## config.mk

```make
export PLATFORM = sky130hd
export DESIGN_NAME = prio_encoder_ctrl
export DESIGN_NICKNAME = d
export VERILOG_FILES = /design/src/rtl/prio_encoder_ctrl_pkg.sv /design/src/rtl/prio_enc_comb.sv /design/src/rtl/prio_encoder_ctrl.sv
export SDC_FILE = /design/constraint.sdc
export NUM_CORES = 1
export LEC_CHECK = 0
export BUFFER_PORTS_ARGS = -buffer_cell sky130_fd_sc_hd__buf_2
export CORE_UTILIZATION = 45
export CTS_CLUSTER_SIZE = 20
export DETAILED_ROUTE_END_ITERATION = 8
export GPL_ROUTABILITY_DRIVEN = 0
export GPL_TIMING_DRIVEN = 0
export PLACE_DENSITY_LB_ADDON = 0.3
export SYNTH_ARGS = -nofsm -noshare
export SYNTH_HDL_FRONTEND = slang
export SYNTH_HIERARCHICAL = 1
export SYNTH_SLANG_ARGS = --single-unit
```

## constraint.sdc

```tcl
create_clock -name clk -period 1.82 [get_ports clk]
set_input_delay 0.091 -clock clk [delete_from_list [all_inputs] [get_ports clk]]
set_output_delay 0.091 -clock clk [all_outputs]
set_load 0.1 [all_outputs]
```

## src/rtl/prio_encoder_ctrl_pkg.sv

```systemverilog
// Shared types and helpers for the registered priority encoder controller.
package prio_encoder_ctrl_pkg;

  localparam int N_DEF = 8;
  localparam int W_DEF = 3;
  localparam int N_MAX = 16;

  typedef enum logic {
    ST_IDLE    = 1'b0,
    ST_PRESENT = 1'b1
  } state_e;

  // Sized for the widest supported configuration; callers truncate to N.
  function automatic logic [N_MAX-1:0] onehot(input logic [3:0] code);
    return N_MAX'(1) << code;
  endfunction

endpackage

```

## src/rtl/prio_enc_comb.sv

```systemverilog
// Combinational highest-index-wins priority encoder built from gate primitives.
module prio_enc_comb #(
  parameter int N = 8,
  parameter int W = 3
) (
  input  logic [N-1:0] i_req,
  output logic [W-1:0] o_code,
  output logic         o_found
);

  // Per-bit scopes keep the OR chain in separate nets rather than one vector.
  for (genvar i = N - 1; i >= 0; i--) begin : g_bit
    logic w_hi;
    logic w_hi_n;
    logic w_sel;
    logic w_any;
    if (i == N - 1) begin : g_top
      assign w_hi = 1'b0;
    end else begin : g_chain
      assign w_hi = g_bit[i+1].w_any;
    end
    or  u_any (w_any, w_hi, i_req[i]);
    not u_inv (w_hi_n, w_hi);
    and u_sel (w_sel, i_req[i], w_hi_n);
  end

  assign o_found = g_bit[0].w_any;

  // Code bit b is the OR of every one-hot select whose index has bit b set.
  for (genvar b = 0; b < W; b++) begin : g_code
    for (genvar i = 0; i < N; i++) begin : g_i
      logic w_prev;
      logic w_acc;
      if (i == 0) begin : g_base
        assign w_prev = 1'b0;
      end else begin : g_link
        assign w_prev = g_i[i-1].w_acc;
      end
      if (((i >> b) & 1) == 1) begin : g_use
        or u_acc (w_acc, w_prev, g_bit[i].w_sel);
      end else begin : g_skip
        assign w_acc = w_prev;
      end
    end
    assign o_code[b] = g_i[N-1].w_acc;
  end

endmodule

```

## src/rtl/prio_encoder_ctrl.sv

```systemverilog
// Latches request rising edges as pending events and presents the highest
// eligible index to a consumer over a valid/ack handshake.
module prio_encoder_ctrl
  import prio_encoder_ctrl_pkg::*;
#(
  parameter int N = N_DEF,
  parameter int W = W_DEF
) (
  input  logic         clk,
  input  logic         rst_n,
  input  logic [N-1:0] req_i,
  input  logic [N-1:0] mask_i,
  input  logic         ack_i,
  input  logic         clr_ovf_i,
  output logic [W-1:0] code_o,
  output logic         valid_o,
  output logic [N-1:0] pend_o,
  output logic         ovf_o
);

  logic [N-1:0] r_req_q;
  logic [N-1:0] r_pend;
  logic [W-1:0] r_code;
  logic         r_valid;
  logic         r_ovf;
  state_e       r_state;

  logic [N-1:0] w_rise;
  logic [N-1:0] w_clr;
  logic [N-1:0] w_elig;
  logic [W-1:0] w_enc;
  logic         w_found;
  logic         w_ack;
  logic         w_ovf_set;

  assign w_rise = req_i & ~r_req_q;
  assign w_ack  = r_valid & ack_i;
  assign w_elig = r_pend & ~mask_i;

  always_comb begin
    w_clr = '0;
    if (w_ack) w_clr = N'(onehot(4'(r_code)));
  end

  // A rise on the bit being acked re-arms it instead of counting as overflow.
  assign w_ovf_set = |(w_rise & r_pend & ~w_clr);

  prio_enc_comb #(.N(N), .W(W)) u_enc (
    .i_req   (w_elig),
    .o_code  (w_enc),
    .o_found (w_found)
  );

  // req_q resets to ones so a line already high at reset is not an event.
  always_ff @(posedge clk or negedge rst_n) begin
    if (!rst_n) begin
      r_req_q <= '1;
      r_pend  <= '0;
      r_code  <= '0;
      r_valid <= 1'b0;
      r_ovf   <= 1'b0;
      r_state <= ST_IDLE;
    end else begin
      r_req_q <= req_i;
      r_pend  <= (r_pend & ~w_clr) | w_rise;
      if (w_ovf_set)      r_ovf <= 1'b1;
      else if (clr_ovf_i) r_ovf <= 1'b0;
      case (r_state)
        ST_IDLE: begin
          if (w_found) begin
            r_code  <= w_enc;
            r_valid <= 1'b1;
            r_state <= ST_PRESENT;
          end
        end
        ST_PRESENT: begin
          if (ack_i) begin
            r_valid <= 1'b0;
            r_state <= ST_IDLE;
          end
        end
        default: r_state <= ST_IDLE;
      endcase
    end
  end

  assign code_o  = r_code;
  assign valid_o = r_valid;
  assign pend_o  = r_pend;
  assign ovf_o   = r_ovf;

endmodule

```

==> results.py <==
metrics = {
    "run_status": {
        "status": "complete, no violations",
    },
    "worst_setup_path": {
        "crit_type": "reg -> reg",
        "critPathArrivalTime_ns": 1.98,
        "r2r_slack_ns": 0.02,
        "worstRegToRegCells": 4,
        "startpoint_type": "flop",
        "end_kind": "flop",
        "reg2reg_to": "ovf_o",
        "cp.required_ns": 1.99,
        "path_max_fanout": 6,
        "r2r-start": "code_o[2]",
    },
    "yosys": {
        "synth_edf_count": 0,
        "yosysMostFrequentCell": "dfrtp_1",
        "postSynth.asyncResetShare": 1.00,
        "ys_top_cells_by_area": "dfrtp_1, dfstp_2, nor2b_1, nand2b_1, nand2_1",
        "synth_top_area_cell": "dfrtp_1",
        "synthAdderAreaFrac": 0,
        "synth-xor-area-share": 0,
        "synthTopCellsByCount": "dfrtp_1, nor2b_1, nand2_1",
        "syn_inst": 91,
        "synth_compound_area_frac": 0.142,
        "yosysSeqAreaShare": 0.573,
        "synth_area_sq_um": 978,
        "synth.top_cell.area_share": 0.358,
        "synth.ff_latch_count": 22,
        "ys_types": 29,
        "muxShareOfSynthArea": 0.0345,
        "synth.yosys.warnings": 6,
        "syn_avg_cell_area_sq_um": 10.8,
        "syn_nets": 111,
        "synth_top_family_by_area": "simple AND/OR/NAND/NOR gates",
        "synthFlopType": "dfrtp_1",
        "synthSimpleGateAreaFrac": 0.205,
    },
    "route": {
        "drtIter0Drc": 9,
        "routed_wl_um": 2040,
        "drc": 0,
        "dr.pass1.iters": 4,
        "ant_nets": 0,
        "vias": 829,
        "via_per_inst": 5.09,
        "routedWlPerCell_um": 12.5,
    },
    "clocking": {
        "cts_buffers": 3,
        "postCtsSetupRepairBufs": 0,
        "clock_sinks": 22,
        "clk_pin_slew_worst_paths_ns": 0.12,
        "htreeDepth": 1,
        "clockBufferDepth": 2,
        "clockRootBuffer": "clkbuf_4",
        "clkLatencyLatePin_ns": 0.30,
        "cts_tree": "yes",
    },
    "power_and_ir_drop": {
        "peakVddDrop_mv": 0.929,
        "p_comb_frac": 0.543,
        "p_sw_frac": 0.529,
        "intPower_mw": 1.01,
        "p_per_area_nw_per_um2": 1580,
        "power.share.clock": 0.104,
        "leakage_nw": 0.560,
        "total_power_mw": 2.14,
        "power_switching_mw": 1.13,
        "pwr-share-seq": 0.353,
    },
    "finish": {
        "drive_gt1_frac": 0.529,
        "antennaDiodeCount": 0,
        "layout.nets": 157,
        "syn_to_final_growth_pct": 37.9,
        "fin_util": 0.674,
        "fillers": 172,
    },
    "timing": {
        "setup_violations": 0,
        "rsz0062_at_grt": "true",
        "fin_worst_skew_ns": 0.0109,
        "relSlewSlack": 0.677,
        "slew_violations": 0,
        "hold_viol_final": 0,
        "worst_slew_pin_slew_ns": 0.488,
        "period_needed_ns": 1.80,
        "fmax_mhz": 555,
        "fin_crit_sh": 0.990,
        "final.setup.worst_slack_ns": 0.0175,
    },
    "floorplanning": {
        "die-height_um": 48.6,
        "die_x_um": 48.6,
        "ios": 33,
        "design.die.area_sq_um": 2360,
        "core_region_area_sq_um": 2000,
        "row_count": 16,
        "initial_core_util": 0.489,
    },
    "hold_path": {
        "worstHoldEndpoint": "valid_o",
        "min_path_type": "in -> reg",
        "hold_start": "ack_i",
        "whs_path_depth": 2,
    },
    "run": {
        "cap_viol_max_count": 0,
    },
    "grt": {
        "grt_pass1_vias": 849,
        "grt_pass1_wl_um": 3400,
        "grt_overflow_total": 0,
        "grt_util_all_layers": 0.190,
        "antenna_found_initial": 0,
        "grt_max_degree": 23,
    },
    "place": {
        "preCtsSetupSlack_ns": -0.0150,
        "portBuffers": 32,
        "hpwlAfterDp_um": 1550,
    },
}
==> power groups by stage <==
stage / sequential [mW] / combinational, mW / clock (mW)
6_report: 0.754 / 1.16 / 0.222
5_1_grt: 0.777 / 1.22 / 0.252
4_1_cts: 0.754 / 1.16 / 0.232
3_5_place_dp: 0.761 / 1.13 / 0
3_3_place_gp: 0.756 / 1.12 / 0
2_1_floorplan: 1.39 / 0.299 / 0
==> per-layer routing <==
metal,global-route usage,share of wire,vias to the layer above
met5,0,0,-
met4,0.108,0.020,0
li1,-,-,401
met2,0.370,0.57,24
met1,0.190,0.38,400
met3,0.0220,0.031,4
==> worst max-delay path, stage by stage, from the launching register on <==
cell and delay (ns):
dfrtp_4 0.53, or3b_4 0.42, o21ai_2 0.14, o22ai_1 0.08, or4_1 0.51
==> repair_timing <==
item | CTS | global route
hold buffers | 9 | 0
pin swaps | 1 | 0
hold endpoints to repair | 22 | 0
cloned | 0 | 0
setup endpoints to repair | 1 | 4
gates resized for setup | 4 | 1
==> cell usage in the layout, fill, tap and decap left out, types with 3 or more instances in the layout <==
master          n
buf_2          32
buf_4           3
clkbuf_4        3
dfrtp_2         5
dfrtp_4         7
dfstp_2         8
dlygate4sd3_1   9
inv_1           4
mux2_2          3
nand2_1         9
nand2b_1        6
nor2_1          5
nor2b_1         8
o21ai_0         5
==> metrics by stage <==
step                      TNS (ns)  std cells  instance area [sq um]  hold slack, ns
after detailed placement   -0.0150        150                   1210          0.0781
after global routing       -0.0285        163                   1350         0.00987
final                            0        163                   1350          0.0192
after CTS                        0        163                   1350          0.0123
after global placement    -0.00258        150                   1210          0.0658
after floorplan             -0.115         91                   1020          -0.205
==> cell families (layout without fill, tap and decap cells) <==
kind of cell	after synthesis	count (layout)
AOI/OAI and AO/OA	20	20
buffers and inverters	9	54
DFF	22	22
muxes	3	3
and+or+nand+nor	37	37
==> flip-flops by register name, indices dropped and copies added (netlist names) <==
signal	flops
r_state	1
valid_o	1
pend_o	8
code_o	3
r_req_q	8
ovf_o	1
==> cell type report <==
type | count | area, sq um | share of cell area
sequential | 22 | 593 | 0.440
multi-input combinational | 60 | 400 | 0.297
timing repair buffer | 41 | 250 | 0.186
tap | 27 | 33.8 | 0.0250
clock buffer | 4 | 26.3 | 0.0195
buffer | 3 | 22.5 | 0.0167
inverter | 6 | 22.5 | 0.0167
==> worst max path at each step <==
stage	from	end	slack, ns	cells past startpoint
2_1_floorplan	code_o[1]	ovf_o	-0.11	4
3_3_place_gp	code_o[1]	ovf_o	-0.003	4
3_5_place_dp	code_o[1]	ovf_o	-0.02	4
4_1_cts	code_o[2]	ovf_o	0.02	4
5_1_grt	code_o[2]	ovf_o	-0.03	4
6_report	code_o[2]	ovf_o	0.02	4
No activity file was read; power rests on OpenSTA's default activity.
